--- src/rtl/pipelined_hazard_controller.sv ---
// Pipelined control unit: decodes ID into a 17-bit bundle, carries it through EX/MEM/WB,
// and resolves RAW/load-use hazards, branch flushes, forwarding selects and a sticky ecall halt.
module pipelined_hazard_controller #(
  parameter int REG_ADDR_W = 5,
  parameter bit FORWARD_EN = 1'b1
) (
  input  logic                  clk,
  input  logic                  rst_n,
  input  logic [4:0]            Funct,
  input  logic [4:0]            OpCode,
  input  logic                  id_valid,
  input  logic [REG_ADDR_W-1:0] id_rs1,
  input  logic [REG_ADDR_W-1:0] id_rs2,
  input  logic [REG_ADDR_W-1:0] id_rd,
  input  logic                  ex_branch_taken,
  input  logic                  wb_halt_req,
  output logic [16:0]           ex_ctrl,
  output logic [16:0]           mem_ctrl,
  output logic [16:0]           wb_ctrl,
  output logic                  ex_valid,
  output logic                  mem_valid,
  output logic                  wb_valid,
  output logic [REG_ADDR_W-1:0] ex_rs1,
  output logic [REG_ADDR_W-1:0] ex_rs2,
  output logic [REG_ADDR_W-1:0] ex_rd,
  output logic [REG_ADDR_W-1:0] mem_rd,
  output logic [REG_ADDR_W-1:0] wb_rd,
  output logic [1:0]            fwd_a,
  output logic [1:0]            fwd_b,
  output logic                  stall_if_id,
  output logic                  flush_if_id,
  output logic                  halt
);

  localparam logic [4:0] OP_LOAD = 5'b00000, OP_IMM = 5'b00100, OP_STORE = 5'b01000,
                         OP_REG = 5'b01100, OP_BRANCH = 5'b11000, OP_JALR = 5'b11001,
                         OP_JAL = 5'b11011, OP_SYSTEM = 5'b11100;

  localparam logic [3:0] ALU_ADD = 4'd0, ALU_SUB = 4'd1, ALU_SLL = 4'd2, ALU_SLT = 4'd3,
                         ALU_SLTU = 4'd4, ALU_XOR = 4'd5, ALU_SRL = 4'd6, ALU_SRA = 4'd7,
                         ALU_OR = 4'd8, ALU_AND = 4'd9, ALU_MUL = 4'd10;

  localparam int B_MEMTOREG = 12, B_MEMWRITE = 11, B_ALUSRC = 10, B_REGWRITE = 9, B_ECALL = 8,
                 B_STYPE = 7, B_BEQ = 6, B_BNE = 5, B_JAL = 4, B_JALR = 3, B_SLTIU = 2,
                 B_SB = 1, B_BLT = 0;

  typedef struct packed {
    logic                  valid;
    logic [16:0]           ctrl;
    logic [REG_ADDR_W-1:0] rs1;
    logic [REG_ADDR_W-1:0] rs2;
    logic [REG_ADDR_W-1:0] rd;
  } ex_stage_t;

  typedef struct packed {
    logic                  valid;
    logic [16:0]           ctrl;
    logic [REG_ADDR_W-1:0] rd;
  } stage_t;

  ex_stage_t ex_q, ex_d;
  stage_t    mem_q, wb_q;
  logic      halt_q;

  logic [2:0]  funct3;
  logic        funct7b5, funct7b0;
  logic [3:0]  aluByF3;
  logic [16:0] idCtrl;
  logic        loadUse, rawHazard, hazard, branchFlush, haltSet, advance;

  assign funct3   = Funct[2:0];
  assign funct7b5 = Funct[4];
  assign funct7b0 = Funct[3];

  always_comb begin
    aluByF3 = ALU_ADD;
    case (funct3)
      3'b001:  aluByF3 = ALU_SLL;
      3'b010:  aluByF3 = ALU_SLT;
      3'b011:  aluByF3 = ALU_SLTU;
      3'b100:  aluByF3 = ALU_XOR;
      3'b101:  aluByF3 = funct7b5 ? ALU_SRA : ALU_SRL;
      3'b110:  aluByF3 = ALU_OR;
      3'b111:  aluByF3 = ALU_AND;
      default: aluByF3 = ALU_ADD;
    endcase
  end

  // Unknown opcodes decode to an all-zero bundle so they behave like a nop downstream.
  always_comb begin
    idCtrl = '0;
    case (OpCode)
      OP_REG: begin
        idCtrl[16:13] = funct7b0 ? ALU_MUL :
                        ((funct3 == 3'b000) && funct7b5) ? ALU_SUB : aluByF3;
        idCtrl[B_REGWRITE] = 1'b1;
      end
      OP_IMM: begin
        idCtrl[16:13]      = aluByF3;
        idCtrl[B_ALUSRC]   = 1'b1;
        idCtrl[B_REGWRITE] = 1'b1;
        idCtrl[B_SLTIU]    = (funct3 == 3'b011);
      end
      OP_LOAD: begin
        idCtrl[B_MEMTOREG] = 1'b1;
        idCtrl[B_ALUSRC]   = 1'b1;
        idCtrl[B_REGWRITE] = 1'b1;
      end
      OP_STORE: begin
        idCtrl[B_MEMWRITE] = 1'b1;
        idCtrl[B_ALUSRC]   = 1'b1;
        idCtrl[B_STYPE]    = 1'b1;
        idCtrl[B_SB]       = (funct3 == 3'b000);
      end
      OP_BRANCH: begin
        case (funct3)
          3'b000:  begin idCtrl[16:13] = ALU_SUB; idCtrl[B_BEQ] = 1'b1; end
          3'b001:  begin idCtrl[16:13] = ALU_SUB; idCtrl[B_BNE] = 1'b1; end
          3'b100:  begin idCtrl[16:13] = ALU_SLT; idCtrl[B_BLT] = 1'b1; end
          default: idCtrl = '0;
        endcase
      end
      OP_JAL: begin
        idCtrl[B_REGWRITE] = 1'b1;
        idCtrl[B_JAL]      = 1'b1;
      end
      OP_JALR: begin
        idCtrl[B_ALUSRC]   = 1'b1;
        idCtrl[B_REGWRITE] = 1'b1;
        idCtrl[B_JALR]     = 1'b1;
      end
      OP_SYSTEM: idCtrl[B_ECALL] = 1'b1;
      default:   idCtrl = '0;
    endcase
  end

  function automatic logic tagMatch(input logic valid, input logic regWrite,
                                    input logic [REG_ADDR_W-1:0] rd,
                                    input logic [REG_ADDR_W-1:0] rs);
    return valid && regWrite && (rd != '0) && (rd == rs);
  endfunction

  function automatic logic [1:0] fwdSel(input logic [REG_ADDR_W-1:0] rs);
    if (tagMatch(mem_q.valid, mem_q.ctrl[B_REGWRITE], mem_q.rd, rs)) return 2'b10;
    if (tagMatch(wb_q.valid, wb_q.ctrl[B_REGWRITE], wb_q.rd, rs))    return 2'b01;
    return 2'b00;
  endfunction

  // Both source tags are always compared, even when the format ignores rs2.
  always_comb begin
    loadUse = id_valid && ex_q.ctrl[B_MEMTOREG] &&
              (tagMatch(ex_q.valid, ex_q.ctrl[B_REGWRITE], ex_q.rd, id_rs1) ||
               tagMatch(ex_q.valid, ex_q.ctrl[B_REGWRITE], ex_q.rd, id_rs2));
    rawHazard = id_valid &&
              (tagMatch(ex_q.valid, ex_q.ctrl[B_REGWRITE], ex_q.rd, id_rs1) ||
               tagMatch(ex_q.valid, ex_q.ctrl[B_REGWRITE], ex_q.rd, id_rs2) ||
               tagMatch(mem_q.valid, mem_q.ctrl[B_REGWRITE], mem_q.rd, id_rs1) ||
               tagMatch(mem_q.valid, mem_q.ctrl[B_REGWRITE], mem_q.rd, id_rs2));
    hazard      = FORWARD_EN ? loadUse : rawHazard;
    branchFlush = ex_q.valid && ex_branch_taken;
    flush_if_id = !halt_q && branchFlush;
    stall_if_id = halt_q || (hazard && !branchFlush);
    fwd_a       = FORWARD_EN ? fwdSel(ex_q.rs1) : 2'b00;
    fwd_b       = FORWARD_EN ? fwdSel(ex_q.rs2) : 2'b00;
  end

  // The halting edge itself freezes the pipe, so the ecall stays visible in WB while halted.
  always_comb begin
    haltSet = !halt_q && wb_q.valid && wb_q.ctrl[B_ECALL] && wb_halt_req;
    advance = !halt_q && !haltSet;
    ex_d    = '{valid: id_valid, ctrl: idCtrl, rs1: id_rs1, rs2: id_rs2, rd: id_rd};
    if (stall_if_id || flush_if_id) ex_d = '0;
  end

  always_ff @(posedge clk or negedge rst_n) begin
    if (!rst_n) begin
      ex_q   <= '0;
      mem_q  <= '0;
      wb_q   <= '0;
      halt_q <= 1'b0;
    end else begin
      if (haltSet) halt_q <= 1'b1;
      if (advance) begin
        wb_q  <= mem_q;
        mem_q <= '{valid: ex_q.valid, ctrl: ex_q.ctrl, rd: ex_q.rd};
        ex_q  <= ex_d;
      end
    end
  end

  assign ex_ctrl   = ex_q.ctrl;
  assign mem_ctrl  = mem_q.ctrl;
  assign wb_ctrl   = wb_q.ctrl;
  assign ex_valid  = ex_q.valid;
  assign mem_valid = mem_q.valid;
  assign wb_valid  = wb_q.valid;
  assign ex_rs1    = ex_q.rs1;
  assign ex_rs2    = ex_q.rs2;
  assign ex_rd     = ex_q.rd;
  assign mem_rd    = mem_q.rd;
  assign wb_rd     = wb_q.rd;
  assign halt      = halt_q;

endmodule

--- config.mk ---
export PLATFORM = sky130hd
export DESIGN_NAME = pipelined_hazard_controller
export DESIGN_NICKNAME = d
export VERILOG_FILES = /design/src/rtl/pipelined_hazard_controller.sv
export SDC_FILE = /design/constraint.sdc
export NUM_CORES = 1
export LEC_CHECK = 0
export CAP_MARGIN = 20
export CORE_ASPECT_RATIO = 0.5
export CORE_MARGIN = 5
export CORE_UTILIZATION = 45
export CTS_CLUSTER_SIZE = 28
export DETAILED_ROUTE_END_ITERATION = 10
export PLACE_DENSITY_LB_ADDON = 0.2
export RECOVER_POWER = 50
export REMOVE_ABC_BUFFERS = 1
export SLEW_MARGIN = 20
export SYNTH_ARGS = -nofsm -noshare
export SYNTH_HDL_FRONTEND = slang
export SYNTH_SLANG_ARGS = --single-unit
--- constraint.sdc ---
create_clock -name clk -period 2.5 [get_ports clk]
set_input_delay 0.5 -clock clk [delete_from_list [all_inputs] [get_ports clk]]
set_output_delay 0.5 -clock clk [all_outputs]
set_load 0.02 [all_outputs]
==> flow_summary.yaml <==
clocking:
  clock-root-buffer: "clkbuf_16"
  clkSlewWorstSetupHoldPaths_ns: 0.06
  clock_latency_ns: 0.33
  tritoncts: "done"
  htree_levels: 3
  cts_buffers: 9
  clockBufferDepth: 2
  holdBufCountCts: 0
  clkSinkCount: 77
synth:
  synth_area_um2: 3677
  synth_xor_xnor_area_share: 0.07145
  ys_warn_count: 0
  synth_fa_ha_area_frac: 0
  async_flop_share: 1.000
  synth_top_family_by_area: "simple AND/OR/NAND/NOR gates"
  avgSynthCellArea_um2: 8.947
  seq_area_frac_synth: 0.5240
  synth_compound_area_frac: 0.1017
  syn_inst: 411
  synth.distinct_cells: 40
  synthFlopType: "dfrtp_1"
  synthSimpleGateAreaFrac: 0.2613
  ys_seq_elements: 77
  synthMuxAreaShare: 0.005784
  synth-edff-count: 0
final_layout:
  layout.nets: 592
  n_antenna_cell: 0
  final_util: 0.6911
  final_common_cell: "nand2_1"
  syn_to_final_growth_pct: 49.81
  drive_gt1_frac: 0.1678
  final_cell_mix: "nand2_1 (185), clkdlybuf4s50_1 (102), dfrtp_1 (74)"
drt:
  drc_errors: 0
  vias_per_cell: 4.969
  drt-total-wl_mm: 10.10
  drt_iter0_drc: 194
  ant_nets: 0
  wl_per_cell_um: 14.89
  num_vias: 3369
  first_pass_iters: 5
sta:
  tns_ns: -0.07841
  finalSetupViolCount: 3
  finalMaxSlewViolations: 0
  period_needed_ns: 2.573
  finalClockSkew_ns: 0.006617
  rsz0062_at_grt: "true"
  fin_crit_sh: 1.029
  tightest_slew_ns: 1.165
  hold_violations: 0
  slew_headroom: 0.2232
  final.setup.worst_slack_ns: -0.07261
  fmax_ghz: 0.3887
placement:
  hpwlAfterDp_mm: 7.259
  gp_congestion: 0.8801
  numPortBuffers: 115
  preCtsSetupSlack_ns: -0.7319
floorplanning:
  die_y_um: 73.92
  die_w_um: 137.8
  die_area_um2: 10190
  pin_count: 116
  rows: 23
  fp.coreArea_um2: 7971
  start_util: 0.4613
worst_setup_path:
  end_kind: "output port"
  critPathMaxStageDelay_ns: 0.53
  critPathMaxFanout: 4
  crit_family: "simple AND/OR/NAND/NOR gates"
  worstPathCellList: "xor2_2, nor3_2, a22oi_2, or4_4, nand2b_4, buf_6"
  r2r_start: "wb_valid"
  path_buf_inv: 1
  r2r-end: "ex_rd[1]"
  cp_slowest_cell: "or4_4"
  r2r_cells: 6
  critPathArrivalTime_ns: 2.07
  path_class: "reg2out"
  required_ns: 2.00
  start_kind: "flip-flop"
  worst-r2r-setup-slack_ns: 0.18
outcome:
  status: "finished, violations left"
  violations: "negative setup slack"
flow_run:
  max-cap-violations: 0
global_routing:
  grt_overflow: 0
  grt_pass1_vias: 3319
  antenna_found_initial: 0
  grt_max_degree: 63
  grt_pass1_wl_mm: 16.50
  grt_usage: 0.2084
pwr:
  leakagePower_nw: 2.654
  power_w: 0.005784
  vdd_drop_max_mv: 0.5211
  power_density_nw_per_um2: 1050
min_path:
  hold_path.class: "in2async"
## report_power, final
group | internal (W) | leakage (nW) | switching [W]
clock network | 0.000685 | 0.134 | 0.000473
registers | 0.00152 | 1.03 | 0.000287
logic | 0.00126 | 1.49 | 0.00156
total | 0.00347 | 2.65 | 0.00232
## per-stage QoR
stage | cell area, um2 | hold WS [ns] | cells
after floorplan | 3557 | 0.2044 | 387
after global placement | 5244 | 0.4580 | 660
after detailed placement | 5244 | 0.4621 | 660
after CTS | 5537 | 0.1914 | 678
after global routing | 5509 | 0.4927 | 678
final | 5509 | 0.3891 | 678
## kinds of logic (layout without fill, tap and decap cells)
logic type	count (synthesis)	after routing
DFF	77	77
AOI/OAI and AO/OA	49	49
buffers and inverters	27	182
xor gates and xnor gates	30	30
and+or+nand+nor	226	226
muxes	2	2
## timing repair
action	in CTS	in global routing
endpoints found under the hold margin	0	0
pin swaps	10	4
setup buffers	3	0
setup endpoints to repair	5	5
resized for setup	34	6
## area by class of cell
type	instances	area, um2
multi-input cells	307	1662
clock inverters	5	27.53
well taps	112	140.1
clock buffers	10	239.0
inverters	3	11.26
flip-flops and latches	77	1931
fillers	661	2462
repair buffers	164	1499
## Yosys cell counts, drive strengths merged (2+ instances only)
master  number  area (um2)
a21oi        5       25.02
a32o         4       40.04
and3         2       12.51
buf          6       52.55
clkbuf      18       67.56
dfrtp       77        1927
inv          3       11.26
nand2      185       694.4
nand3        6       30.03
nor2         7       26.28
nor2b        2       12.51
nor3         3       25.02
nor4         7       50.05
o211ai       2       15.01
o21ai       25       162.6
o41ai        6       71.32
or4          7       56.30
or4b         2       20.02
xnor2        6       52.55
xor2        24       210.2
## registers in the layout, indices dropped and copies added, names as in the netlist
register	count
ex_rs1	5
mem_valid	1
wb_valid	1
mem_rd	5
ex_rd	5
halt	1
ex_rs2	5
wb_ctrl	16
ex_ctrl	16
mem_ctrl	16
wb_rd	5
ex_valid	1
## worst max-delay path by stage
stage | start | endpoint | slack [ns] | depth (start not counted)
after floorplan | wb_ctrl[8] | ex_ctrl[6] | -3.70 | 4
after global placement | id_rs1[1] | stall_if_id | -0.72 | 7
after detailed placement | id_rs1[1] | stall_if_id | -0.73 | 7
after CTS | ex_rd[4] | stall_if_id | -0.16 | 6
after global routing | ex_rd[1] | stall_if_id | -0.14 | 6
final | ex_rd[1] | stall_if_id | -0.07 | 6
## per-layer routing
metal | vias up | wire length, um | track usage
met5 | - | 0 | 0
met4 | 0 | 94 | 0.05148
met3 | 8 | 504 | 0.04925
met2 | 85 | 5080 | 0.3612
met1 | 1611 | 4418 | 0.2686
li1 | 1665 | - | -
No activity file was read; power rests on OpenSTA's default activity.
